### src/rtl/vnu_pkg.sv
// Shared constants for the sign-magnitude / two's complement stream converter.
package vnu_pkg;

    localparam logic MODE_SM2TC = 1'b0;
    localparam logic MODE_TC2SM = 1'b1;

endpackage

### src/rtl/sm_tc_lane.sv
// Single-word converter between sign-magnitude and two's complement.
module sm_tc_lane
    import vnu_pkg::*;
#(
    parameter int DATA_WIDTH = 6
) (
    input  logic [DATA_WIDTH-1:0] in_word,
    input  logic                  mode,
    output logic [DATA_WIDTH-1:0] out_word,
    output logic                  sat
);

    localparam int MW = DATA_WIDTH - 1;

    logic          sign;
    logic [MW-1:0] mag;

    always_comb begin
        sign     = in_word[DATA_WIDTH-1];
        mag      = in_word[MW-1:0];
        out_word = in_word;
        sat      = 1'b0;
        if (sign) begin
            if (mode == MODE_SM2TC) begin
                out_word = -{1'b0, mag};
            end else if (mag == '0) begin
                // most-negative code has no SM magnitude; clamp to max
                out_word = '1;
                sat      = 1'b1;
            end else begin
                out_word = {1'b1, -mag};
            end
        end
    end

endmodule

### src/rtl/sm_tc_stream_conv.sv
// Two-stage valid/ready pipeline converting NUM_CH words per beat
// between sign-magnitude and two's complement, with a saturation counter.
module sm_tc_stream_conv
    import vnu_pkg::*;
#(
    parameter int DATA_WIDTH = 6,
    parameter int NUM_CH     = 4,
    parameter int SAT_CNT_W  = 16
) (
    input  logic                         clk,
    input  logic                         rst_n,
    input  logic                         in_valid,
    output logic                         in_ready,
    input  logic                         in_mode,
    input  logic [NUM_CH*DATA_WIDTH-1:0] in_data,
    output logic                         out_valid,
    input  logic                         out_ready,
    output logic [NUM_CH*DATA_WIDTH-1:0] out_data,
    output logic [NUM_CH-1:0]            out_sat,
    input  logic                         sat_clr,
    output logic [SAT_CNT_W-1:0]         sat_count
);

    localparam int BW = NUM_CH * DATA_WIDTH;

    logic                 v1_q, v1_d;
    logic                 mode1_q, mode1_d;
    logic [BW-1:0]        data1_q, data1_d;
    logic                 v2_q, v2_d;
    logic [BW-1:0]        data2_q, data2_d;
    logic [NUM_CH-1:0]    sat2_q, sat2_d;
    logic [SAT_CNT_W-1:0] sat_count_q, sat_count_d;

    logic [BW-1:0]        conv_data;
    logic [NUM_CH-1:0]    conv_sat;
    logic                 ready1, ready2;
    logic [SAT_CNT_W:0]   sum;

    for (genvar k = 0; k < NUM_CH; k++) begin : g_lane
        sm_tc_lane #(
            .DATA_WIDTH(DATA_WIDTH)
        ) u_lane (
            .in_word (data1_q[k*DATA_WIDTH +: DATA_WIDTH]),
            .mode    (mode1_q),
            .out_word(conv_data[k*DATA_WIDTH +: DATA_WIDTH]),
            .sat     (conv_sat[k])
        );
    end

    always_comb begin
        ready2  = !v2_q || out_ready;
        ready1  = !v1_q || ready2;
        v1_d    = v1_q;
        mode1_d = mode1_q;
        data1_d = data1_q;
        v2_d    = v2_q;
        data2_d = data2_q;
        sat2_d  = sat2_q;
        if (ready1) begin
            v1_d = in_valid;
            if (in_valid) begin
                data1_d = in_data;
                mode1_d = in_mode;
            end
        end
        if (ready2) begin
            v2_d = v1_q;
            if (v1_q) begin
                data2_d = conv_data;
                sat2_d  = conv_sat;
            end
        end
    end

    always_comb begin
        sum = {1'b0, sat_count_q};
        for (int k = 0; k < NUM_CH; k++) begin
            sum = sum + {{SAT_CNT_W{1'b0}}, sat2_q[k]};
        end
        sat_count_d = sat_count_q;
        if (sat_clr) begin
            sat_count_d = '0;
        end else if (v2_q && out_ready) begin
            sat_count_d = sum[SAT_CNT_W] ? '1 : sum[SAT_CNT_W-1:0];
        end
    end

    always_ff @(posedge clk or negedge rst_n) begin
        if (!rst_n) begin
            v1_q        <= 1'b0;
            mode1_q     <= MODE_SM2TC;
            data1_q     <= '0;
            v2_q        <= 1'b0;
            data2_q     <= '0;
            sat2_q      <= '0;
            sat_count_q <= '0;
        end else begin
            v1_q        <= v1_d;
            mode1_q     <= mode1_d;
            data1_q     <= data1_d;
            v2_q        <= v2_d;
            data2_q     <= data2_d;
            sat2_q      <= sat2_d;
            sat_count_q <= sat_count_d;
        end
    end

    assign in_ready  = ready1;
    assign out_valid = v2_q;
    assign out_data  = data2_q;
    assign out_sat   = sat2_q;
    assign sat_count = sat_count_q;

endmodule

### config.mk
export PLATFORM = sky130hd
export DESIGN_NAME = sm_tc_stream_conv
export DESIGN_NICKNAME = d
export VERILOG_FILES = /design/src/rtl/vnu_pkg.sv /design/src/rtl/sm_tc_lane.sv /design/src/rtl/sm_tc_stream_conv.sv
export SDC_FILE = /design/constraint.sdc
export NUM_CORES = 1
export LEC_CHECK = 0
export BUFFER_PORTS_ARGS = -buffer_cell sky130_fd_sc_hd__buf_2
export CAP_MARGIN = 25
export CORE_UTILIZATION = 40
export DETAILED_ROUTE_END_ITERATION = 16
export GPL_ROUTABILITY_DRIVEN = 0
export HOLD_SLACK_MARGIN = 0.06
export PLACE_DENSITY = 0.64
export SYNTH_ARGS = -nofsm -noshare
export SYNTH_HDL_FRONTEND = slang
export SYNTH_SLANG_ARGS = --single-unit
export TNS_END_PERCENT = 1
### constraint.sdc
create_clock -name clk -period 3.5 [get_ports clk]
set_clock_uncertainty 0.15 [all_clocks]
set_input_delay 0.7 -clock clk [delete_from_list [all_inputs] [get_ports clk]]
set_output_delay 0.7 -clock clk [all_outputs]
set_load 0.01 [all_outputs]
# After elaboration in Yosys (flattened, before gate mapping)
# Cells that the tools add are included.
[classes]
n_reduce_logical = 12
mux = 27
add_sub_neg = 12
[ops]
columns = ["op", "count"]
rows = [
  ["$add 17x1->17", 3],
  ["$mux 16", 3],
  ["$mux 6", 8],
  ["$neg 5->6", 4],
  ["$logic_not 5->1", 4],
  ["$mux 5", 4],
  ["$neg 5->5", 4],
  ["$add 16x1->17", 1],
  ["$mux 1", 12],
  ["$reduce_and 2->1", 2],
  ["$logic_not 1->1", 2],
  ["$logic_or 1x1->1", 2],
  ["$reduce_bool 2->1", 1],
  ["$logic_and 1x1->1", 1],
]
[word_totals]
regBits = 71
out_inout_bits = 46
elab_cells = 58

# Longest topological paths before layout
# Gate-level depths: netlist of run 1.
[depth]
word_depth = 7
depth_mapped = 10

# Hierarchy
# From an unflattened synthesis of run 1, not the netlist that was laid out.
[unflattened]
hier_cells = 320
hier_area_um2 = 3631.0
[modules_own_cells]
columns = ["module", "area_per_inst_um2", "cells_per_inst", "instances"]
rows = [
  ["sm_tc_stream_conv", 2976.6, 217, 1],
  ["sm_tc_lane (g_lane[0].u_lane ...)", 165.2, 26, 3],
  ["sm_tc_lane (g_lane[3].u_lane)", 158.9, 25, 1],
]

# Least setup slack after synthesis of run 1
# No wires, ideal clock.
[synth_timing]
kind = "register to register"
startpoint = "register sat2_q[0], in the netlist out_sat[0]"
endpoint = "register sat_count_q[0], in the netlist sat_count[0]"
setup_slack_ns = 0.729
t_arrival_ns = 2.522
synth_period_minus_slack_ns = 2.771
t_required_ns = 3.251
stages_incl_launch_ff = 11
cell_sequence = "dfrtp_1 -> fa_1 -> inv_1 -> fa_1 -> inv_1 -> fa_1 -> and4_1 -> nand2_1 -> or2_1 -> buf_6 -> a311oi_1"
[synth_between]
elab_chain_cells = 7
[synth_rtl]
columns = ["element", "line_no", "source"]
rows = [
  ["from (decl)", "sm_tc_stream_conv.sv:31", "logic [NUM_CH-1:0] sat2_q, sat2_d;"],
  ["from (signal assigned)", "sm_tc_stream_conv.sv:103", "sat2_q <= sat2_d;"],
  ["$add 16x1->17", "sm_tc_stream_conv.sv:78", "sum = sum + {{SAT_CNT_W{1'b0}}, sat2_q[k]};"],
  ["$add 17x1->17 (3 in a row)", "sm_tc_stream_conv.sv:78", ""],
  ["$mux 16", "sm_tc_stream_conv.sv:84", "sat_count_d = sum[SAT_CNT_W] ? '1 : sum[SAT_CNT_W-1:0];"],
  ["$mux 16", "sm_tc_stream_conv.sv:83", "end else if (v2_q && out_ready) begin"],
  ["$mux 16", "sm_tc_stream_conv.sv:81", "if (sat_clr) begin"],
  ["to (signal assigned)", "sm_tc_stream_conv.sv:104", "sat_count_q <= sat_count_d;"],
  ["to (decl)", "sm_tc_stream_conv.sv:32", "logic [SAT_CNT_W-1:0] sat_count_q, sat_count_d;"],
]
# Every way passes these cells. The select of a mux whose other input is x is not followed.
# A chain may end at the register's enable or synchronous reset.

# Worst setup path in the final report of run 1
# Ends and elaborated chain as after synthesis.

==> results of run 1 <==
[worst max path at each step]
stage	endpoint	slack [ns]	cells past startpoint
after floorplan	sat_count[0]	0.73	10
after detailed placement	sat_count[0]	0.55	9
after global routing	sat_count[0]	0.36	9
after CTS	sat_count[0]	0.54	9
after global placement	sat_count[1]	0.68	9
final	sat_count[0]	0.53	9
[flip-flops by register name, summed over array words and instances, names as in the netlist]
name / count
mode1_q: 1
out_data: 24
sat_count: 16
out_valid: 1
data1_q: 24
v1_q: 1
out_sat: 4
[logic make-up after synthesis]
group	Yosys count
buffers and inverters	45
flip-flops	71
multiplexers	34
adder cells (fa/ha/maj)	16
AO/OA/AOI/OAI	58
XOR/XNOR	8
AND/OR/NAND/NOR	113
[stage by stage]
stage / hold slack, ns / instance area, um2
global placement: 0.314 / 4050
detailed placement: 0.322 / 4050
floorplan: 0.254 / 3590
CTS: 0.332 / 4290
finish: 0.306 / 4290
global route: 0.366 / 4290
[Yosys cell counts, types with 4 or more instances]
cell type / instances
nor4_1: 5
xor2_1: 4
nor2_1: 18
inv_1: 26
nand2b_1: 6
nand3_1: 5
a211oi_1: 8
a21oi_1: 6
xnor2_1: 4
o21ai_0: 13
nor3_1: 7
clkbuf_1: 12
o31ai_1: 4
mux2_2: 25
dfrtp_1: 71
nor2b_1: 6
mux2i_1: 9
nand4_1: 8
o211ai_1: 13
a31oi_1: 7
nand2_1: 42
ha_1: 13
[worst max-delay path, delay by kind of cell, from the launching register on]
kind	cells	cell delay [ns]
adder cells (fa/ha/maj)	3	1.24
AND/OR/NAND/NOR	3	0.64
flip-flops	1	0.42
AO/OA/AOI/OAI	1	0.30
buffers and inverters	2	0.13
[power groups by stage]
stage                     combinational [uW]  clock [uW]  sequential, uW
final                                    443         794            1060
after global routing                     505         865            1080
after global placement                   441           0            1070
after detailed placement                 453           0            1080
after CTS                                453         821            1060
after floorplan                          267           0            1070
[cells in the final DEF (no fill, tap or decap), types with 9 or more instances in the layout]
master and n:
dfrtp_1 71, nor2_1 18, o211ai_1 13, mux2i_1 9
nand2_1 42, mux2_2 25, inv_1 26, ha_1 13
clkbuf_8 9, buf_2 75, o21ai_0 13
[final cells by class]
| cell class | count | area share |
|---|---|---|
| sequential | 71 | 0.414 |
| timing repair buffer | 79 | 0.0945 |
| inverter | 26 | 0.0227 |
| multi-input combinational | 229 | 0.380 |
| clock inverter | 7 | 0.0283 |
| clock buffer | 9 | 0.0289 |
| tap | 108 | 0.0315 |
[per-layer routing]
| metal | track usage | up-vias |
|---|---|---|
| met4 | 0.0574 | 0 |
| met3 | 0.0527 | 10 |
| met5 | 0 | - |
| met1 | 0.229 | 1316 |
| li1 | - | 1352 |
| met2 | 0.288 | 73 |
==> impl_table.tex, run 1 <==
\begin{tabular}{lr}
\hline
Metric & Value \\
\hline
\multicolumn{2}{l}{\textbf{CTS}} \\
\quad Post-cts gate resize count & 0 \\
\quad Cell at the root of the clock tree & clkbuf\_8 \\
\quad Total number of H-tree levels & 3 \\
\quad Max clock buf depth & 2 \\
\quad Number of buffers created by CTS & 9 \\
\quad Clock insertion delay at the later pin of the skew report & 0.34 ns \\
\quad Clock-pin transition on the worst setup and hold timing paths & 0.08 ns \\
\quad Setup bufs post-CTS & 0 \\
\quad Sink count of the clock tree & 71 \\
\quad CTS tree & done \\
\quad Hold\_buf cts & 0 \\
\multicolumn{2}{l}{\textbf{Routing}} \\
\quad Count of antenna-violating nets left after detailed routing & 0 \\
\quad Top routing layer in use & met4 \\
\quad DRC errors left & 0 \\
\quad Routed length per placed instance & 14.4 um \\
\quad Met3 routed wirelength & 429 um \\
\quad Via count & 2751 \\
\quad Pre-Repair DR Iteration Count & 4 \\
\quad Initial DRC count & 86 \\
\quad Via density per instance & 5.20 \\
\quad Wirelength, routed & 7620 um \\
\quad Met1 routed wirelength after detailed routing & 3500 um \\
\quad Met2 wire len & 3570 um \\
\multicolumn{2}{l}{\textbf{STA}} \\
\quad Actual slew at the worst max-slew pin & 0.842 ns \\
\quad Tcrit/Tclk final & 0.850 \\
\quad Max\_slew headroom & 0.439 \\
\quad Total setup violations reported at the end of the flow & 0 \\
\quad Final Critical Period & 2.97 ns \\
\quad Number of max-slew violations in the final report & 0 \\
\quad Max Clk Rate & 0.336 GHz \\
\quad Worst Slack Setup Final & 0.525 ns \\
\quad Total negative setup slack & 0 ns \\
\quad Final Hold Violating Endpoints & 0 \\
\quad Unrepaired setup endpoints after global routing & false \\
\multicolumn{2}{l}{\textbf{Yosys}} \\
\quad Post-Synth Simple-Gate Area & 0.159 \\
\quad Synthesis warning total & 0 \\
\quad Xor/xnor cell area share of the yosys netlist & 0.0195 \\
\quad Most used flip-flop cell after synthesis & dfrtp\_1 \\
\quad Async S/R FF share, synth & 1.00 \\
\quad Number of register bits inferred by synthesis & 71 \\
\quad Mapped Avg Cell Area & 10.4 um2 \\
\quad Count of unique library cells instantiated by Yosys & 43 \\
\quad Seq/Total Area, Yosys & 0.495 \\
\quad Number of enable flip-flop cells after synthesis & 0 \\
\quad Net count of the mapped netlist & 391 \\
\quad Portion of netlist area occupied by mux cells & 0.104 \\
\quad Largest area contributor in the netlist & dfrtp\_1 \\
\quad Leading cell types by total area after synthesis & dfrtp\_1 50\%, mux2\_2 7.8\%, ha\_1 4.5\%, nand2\_1 4.4\%, inv\_1 2.7\% \\
\quad Compound-Gate Fraction of Synth Area & 0.110 \\
\quad Fraction of the mapped netlist area in adder cells & 0.0621 \\
\quad Post-synthesis instance total & 345 \\
\quad Share of the synthesized area in the top cell type & 0.495 \\
\quad Post-synthesis cell area & 0.00359 mm2 \\
\quad Combinational family with the most area after synthesis & simple AND/OR/NAND/NOR gates \\
\multicolumn{2}{l}{\textbf{Pwr}} \\
\quad Share of total power consumed by net switching & 0.289 \\
\quad Peak VDD IR & 0.225 mV \\
\quad Leakage dissipation & 0.00211 uW \\
\quad Logic gate share of total power & 0.193 \\
\quad Design internal power & 1630 uW \\
\quad Power dissipated by switching net loads & 663 uW \\
\quad Power share of the clock group & 0.345 \\
\quad Power per cell area & 535 mW/mm2 \\
\quad Post-layout power & 2300 uW \\
\quad Power share of the sequential group & 0.462 \\
\multicolumn{2}{l}{\textbf{Floorplanning}} \\
\quad Site row count & 34 \\
\quad Starting density of the core & 0.411 \\
\quad Total I/O pin count & 76 \\
\quad CORE AREA & 0.00872 mm2 \\
\quad DIE HEIGHT & 96.7 um \\
\quad Area of the die & 0.00935 mm2 \\
\quad Horizontal extent of the die & 96.7 um \\
\multicolumn{2}{l}{\textbf{GRT}} \\
\quad Global route total overflow & 0 \\
\quad Overall fraction of global-route tracks in use & 0.178 \\
\quad Number of antenna violations at the first check in global routing & 0 \\
\quad Vias in the first global route & 2756 \\
\quad First-pass GRT wire length & 13400 um \\
\quad Pin count of the biggest net entering global routing & 44 \\
\multicolumn{2}{l}{\textbf{Setup path}} \\
\quad Critical path cell sequence & fa\_1 > inv\_1 > fa\_1 > inv\_1 > fa\_1 > and4\_1 > nand2\_1 > or2\_1 > a311oi\_1 \\
\quad Capture point of the worst reg-to-reg path & sat\_count[0] \\
\quad Setup slack of the worst register-to-register path & 0.53 ns \\
\quad Sort of element at the end of the critical path & flop \\
\quad Slowest cell delay on critical path & 0.55 ns \\
\quad Max Fanout on Critical Path & 8 \\
\quad Arrival time at the worst endpoint & 3.07 ns \\
\quad R2R depth & 9 \\
\quad Classification of the worst setup path & reg2reg \\
\quad Crit start category & flop \\
\quad Cell with the largest stage delay on the worst path & fa\_1 \\
\quad Startpoint of the worst register-to-register path & out\_sat[0] \\
\quad Required time of the critical path & 3.59 ns \\
\quad Cell seen most often among critical-path stages & fa\_1 \\
\quad Origin of the worst setup path & out\_sat[0] \\
\multicolumn{2}{l}{\textbf{Finish}} \\
\quad Fraction of final layout cells with drive strength greater than 1 & 0.297 \\
\quad Layout overhead on the synthesized area & 19.6\% \\
\quad Multi-input gate area & 0.00163 mm2 \\
\quad Final cell utilization of the core & 0.492 \\
\quad Count of non-filler cells in the finished layout & 529 \\
\quad Combined flip-flop and latch cell area & 0.00178 mm2 \\
\quad N\_diodes & 0 \\
\quad Number of inserted filler cells in the final layout & 823 \\
\quad Final Net Count & 462 \\
\multicolumn{2}{l}{\textbf{Placement}} \\
\quad Placed cell count & 513 \\
\quad Final HPWL from detailed placement & 5570 um \\
\quad Worst setup slack before clock tree synthesis & 0.549 ns \\
\quad Buffers added on ports & 75 \\
\multicolumn{2}{l}{\textbf{Run status}} \\
\quad Outcome & completed \\
\multicolumn{2}{l}{\textbf{Hold path}} \\
\quad Hold Crit Class & in2async \\
\multicolumn{2}{l}{\textbf{Flow run}} \\
\quad Max-cap violations & 0 \\
\hline
\end{tabular}
No activity file was read; power rests on OpenSTA's default activity.
==> run 2: changes to the inputs <==
--- a/config.mk
+++ b/config.mk
@@ -5,13 +5,14 @@
 export SDC_FILE = /design/constraint.sdc
 export NUM_CORES = 1
 export LEC_CHECK = 0
+export ABC_AREA = 1
 export BUFFER_PORTS_ARGS = -buffer_cell sky130_fd_sc_hd__buf_2
 export CAP_MARGIN = 25
 export CORE_UTILIZATION = 40
 export DETAILED_ROUTE_END_ITERATION = 16
 export GPL_ROUTABILITY_DRIVEN = 0
 export HOLD_SLACK_MARGIN = 0.06
-export PLACE_DENSITY = 0.64
+export PLACE_DENSITY = 0.63
 export SYNTH_ARGS = -nofsm -noshare
 export SYNTH_HDL_FRONTEND = slang
 export SYNTH_SLANG_ARGS = --single-unit
==> constraint.sdc (replaced) <==
create_clock -name clk -period 2.95 [get_ports clk]
set_clock_uncertainty 0.15 [all_clocks]
set_input_delay 0.59 -clock clk [delete_from_list [all_inputs] [get_ports clk]]
set_output_delay 0.59 -clock clk [all_outputs]
set_load 0.01 [all_outputs]
==> run 2 against run 1 <==
Net effect: the run now ends with design-rule violations left; sequential cell count did not move; total power is 19% higher; design area up 1.9%; clock power increased by 5.7%; worst hold slack gained 0.020 ns; final cell count grew 21%; count of clock-buffer cells in the layout is the same; routed wire length up 12%; utilization rose by 0.46 points; via count rose by 16%; largest cell class unchanged.
==> impl_table.tex, run 2 <==
\begin{tabular}{lr}
\hline
Metric & Value \\
\hline
\multicolumn{2}{l}{\textbf{Run status}} \\
\quad Outcome & finished with violations \\
\quad Violations in the final reports & design-rule violations \\
\multicolumn{2}{l}{\textbf{GRT}} \\
\quad First-pass GRT wire length & 14900 um (+11\%) \\
\quad Overall fraction of global-route tracks in use & 0.196 (+0.0177) \\
\quad Vias in the first global route & 3108 (+13\%) \\
\quad Number of antenna violations at the first check in global routing & 0 (unchanged) \\
\quad Global route total overflow & 0 (unchanged) \\
\quad Pin count of the biggest net entering global routing & 59 (+34\%) \\
\multicolumn{2}{l}{\textbf{Yosys}} \\
\quad Count of unique library cells instantiated by Yosys & 29 (-33\%) \\
\quad Largest area contributor in the netlist & dfrtp\_1 \\
\quad Top-count cell post-synth & nand2\_1 \\
\quad Most used flip-flop cell after synthesis & dfrtp\_1 \\
\quad Mapped Avg Cell Area & 8.10 um2 (-22\%) \\
\quad Top cells by count, synth & 130 x nand2\_1, 71 x dfrtp\_1, 44 x inv\_1 \\
\quad Net count of the mapped netlist & 498 (+27\%) \\
\quad Number of register bits inferred by synthesis & 71 (unchanged) \\
\quad Seq/Total Area, Yosys & 0.485 (-0.00998) \\
\quad Synthesis warning total & 0 (unchanged) \\
\quad Async S/R FF share, synth & 1.00 (unchanged) \\
\quad Number of enable flip-flop cells after synthesis & 0 (unchanged) \\
\quad Leading cell types by total area after synthesis & dfrtp\_1 49\%, nand2\_1 13\%, a21oi\_1 4.9\%, inv\_1 4.5\%, ha\_1 4.4\% \\
\quad Post-synthesis cell area & 0.00366 mm2 (+2.1\%) \\
\quad Post-synthesis instance total & 452 (+31\%) \\
\quad Share of the synthesized area in the top cell type & 0.485 (-0.00998) \\
\multicolumn{2}{l}{\textbf{Setup path}} \\
\quad Classification of the worst setup path & reg2reg \\
\quad Slowest cell delay on critical path & 0.54 ns (about the same) \\
\quad Sort of element at the end of the critical path & flop \\
\quad Critical path cell sequence & fa\_1 > inv\_1 > fa\_1 > inv\_1 > fa\_1 > nand2\_2 > nor2\_4 > nand4\_4 > inv\_2 > o21ai\_1 > nand2\_1 \\
\quad Cell with the largest stage delay on the worst path & fa\_1 \\
\quad WP buf/inv & 3 (+1) \\
\quad Cell family with most CP delay & adder cells \\
\quad Arrival time at the worst endpoint & 2.88 ns (-0.19 ns) \\
\quad Max Fanout on Critical Path & 11 (+3) \\
\quad Cell seen most often among critical-path stages & fa\_1 \\
\quad Startpoint of the worst register-to-register path & out\_sat[0] \\
\quad Crit start category & flop \\
\quad Origin of the worst setup path & out\_sat[0] \\
\quad Required time of the critical path & 3.08 ns (-0.51 ns) \\
\multicolumn{2}{l}{\textbf{Finish}} \\
\quad Final Net Count & 575 (+24\%) \\
\quad Summed area of non-filler cells in the final layout & 0.00437 mm2 (+1.9\%) \\
\quad Combined flip-flop and latch cell area & 0.00178 mm2 (unchanged) \\
\quad Commonest cells after routing, fill and taps aside & 130 x nand2\_1, 75 x buf\_2, 71 x dfrtp\_1 \\
\quad N\_diodes & 0 (unchanged) \\
\quad Multi-input gate area & 0.00163 mm2 (-0.15\%) \\
\quad Fraction of final layout cells with drive strength greater than 1 & 0.206 (-0.0905) \\
\quad Number of inserted filler cells in the final layout & 869 (+5.6\%) \\
\quad Layout overhead on the synthesized area & 19.4\% \\
\quad Leading cell type in the layout, fill and taps excluded & nand2\_1 \\
\multicolumn{2}{l}{\textbf{Hold path}} \\
\quad Hold Startpoint & in\_mode \\
\quad Hold Crit Class & in2reg \\
\multicolumn{2}{l}{\textbf{Routing}} \\
\quad DRC errors left & 14 (+14) \\
\quad Count of antenna-violating nets left after detailed routing & 0 (unchanged) \\
\quad Via count & 3178 (+16\%) \\
\quad Via density per instance & 4.96 (-4.7\%) \\
\quad Wirelength, routed & 8560 um (+12\%) \\
\quad Initial DRC count & 128 (+49\%) \\
\quad Routed length per placed instance & 13.4 um (-7.2\%) \\
\quad Pre-Repair DR Iteration Count & 10 (+6) \\
\multicolumn{2}{l}{\textbf{STA}} \\
\quad Final Critical Period & 2.76 ns (-0.218 ns) \\
\quad Tcrit/Tclk final & 0.934 (+0.0844) \\
\quad Number of max-slew violations in the final report & 0 (unchanged) \\
\quad Worst Slack Setup Final & 0.194 ns (-0.332 ns) \\
\quad Max\_slew headroom & 0.643 (+0.204) \\
\quad Max Clk Rate & 0.363 GHz (+7.9\%) \\
\quad Final Hold Violating Endpoints & 0 (unchanged) \\
\quad Total negative setup slack & 0 ns (unchanged) \\
\quad Actual slew at the worst max-slew pin & 0.536 ns (-0.307 ns) \\
\quad Total setup violations reported at the end of the flow & 0 (unchanged) \\
\quad Unrepaired setup endpoints after global routing & false \\
\multicolumn{2}{l}{\textbf{Placement}} \\
\quad Cell area reported after detailed placement & 0.00414 mm2 (+2.4\%) \\
\quad Final HPWL from detailed placement & 6080 um (+9.1\%) \\
\quad Buffers added on ports & 75 (unchanged) \\
\quad Worst setup slack before clock tree synthesis & 0.109 ns (-0.440 ns) \\
\multicolumn{2}{l}{\textbf{CTS}} \\
\quad Clock insertion delay at the later pin of the skew report & 0.33 ns (about the same) \\
\quad CTS tree & done \\
\quad Sink count of the clock tree & 71 (unchanged) \\
\quad Cell at the root of the clock tree & clkbuf\_8 \\
\quad Total number of H-tree levels & 3 (unchanged) \\
\quad Clock-pin transition on the worst setup and hold timing paths & 0.07 ns (about the same) \\
\quad Max clock buf depth & 2 (unchanged) \\
\quad Number of buffers created by CTS & 9 (unchanged) \\
\multicolumn{2}{l}{\textbf{Flow run}} \\
\quad Max-cap violations & 0 (unchanged) \\
\multicolumn{2}{l}{\textbf{Floorplanning}} \\
\quad Horizontal extent of the die & 97.7 um (+1.0\%) \\
\quad Total I/O pin count & 76 (unchanged) \\
\quad CORE AREA & 0.00881 mm2 (+0.98\%) \\
\quad DIE HEIGHT & 97.7 um (+1.0\%) \\
\quad Starting density of the core & 0.416 (+0.00441) \\
\quad Area of the die & 0.00954 mm2 (+2.0\%) \\
\quad Site row count & 34 (unchanged) \\
\multicolumn{2}{l}{\textbf{Pwr}} \\
\quad Leakage dissipation & 0.00235 uW (+12\%) \\
\quad Power per cell area & 625 mW/mm2 (+17\%) \\
\quad Peak VDD IR & 0.294 mV (+31\%) \\
\hline
\end{tabular}
==> run 2: cell count changes in the layout (fill, tap and decap cells not counted), moves of 9 or more <==
cell     before  now
a21oi_1       6   36
mux2i_1       9    0
nand2_1      42  130
nor2_1       18   37
o21ai_1       0   25
nand3_1       5   26
inv_1        26   44
mux2_2       25    0
==> run 2: cells by family (layout without fill, tap and decap cells) <==
group                      Yosys count  count (layout)  synth area share
muxes                                1               1           0.00307
DFF                                 71              71             0.485
buffers and inverters               65             146            0.0728
xor gates and xnor gates             9               9            0.0215
and+or+nand+nor                    215             215             0.248
adders and majority gates           16              16            0.0608
AOI/OAI and AO/OA                   75              75             0.109
==> run 2: power by group <==
group | total, uW | switching [uW] | internal [uW]
Combinational | 627 | 380 | 247
Clock | 839 | 369 | 470
Sequential | 1270 | 120 | 1150
==> run 2: path summary, 6_finish.rpt <==
kind	endpoint	slack, ns	depth (start not counted)
setup / recovery	sat_count[8]	0.19	11
hold / removal	mode1_q	0.33	2
setup reg to reg	sat_count[8]	0.19	11
hold reg to reg	out_data[12]	0.34	2
max in group asynchronous	out_data[14]	1.48	3
min in group asynchronous	sat_count[1]	0.54	2
==> run 2: stage by stage <==
step	std cells	hold WS (ns)	util	total power, uW
final	641	0.326	0.497	2730
after global routing	641	0.321	0.497	2920
after CTS	641	0.310	0.496	2770
after detailed placement	625	0.326	0.471	1920
after global placement	625	0.321	0.471	1900
after floorplan	452	0.144	-	1660
==> run 2: timing repair <==
item,CTS,global route
endpoints found under the setup margin,0,14
hold buffers,1,0
gates resized for setup,0,1
hold endpoints to repair,13,0
setup buffers,0,0
==> run 2: cell type report <==
type	count	share of cell area
Sequential cell	71	0.406
Multi-Input combinational cell	316	0.372
Timing Repair Buffer	81	0.0996
Inverter	50	0.0429
Tap cell	108	0.0309
Clock buffer	9	0.0283
Clock inverter	6	0.0197
==> run 2: layer usage <==
metal / vias to the layer above / routed length [um] / part of all wire / track usage
met4: 0 / 19 / 0.0022 / 0.0443
met1: 1485 / 4030 / 0.47 / 0.268
met3: 2 / 499 / 0.058 / 0.0496
met5: - / 0 / 0 / 0
li1: 1608 / - / - / -
met2: 83 / 4020 / 0.47 / 0.313
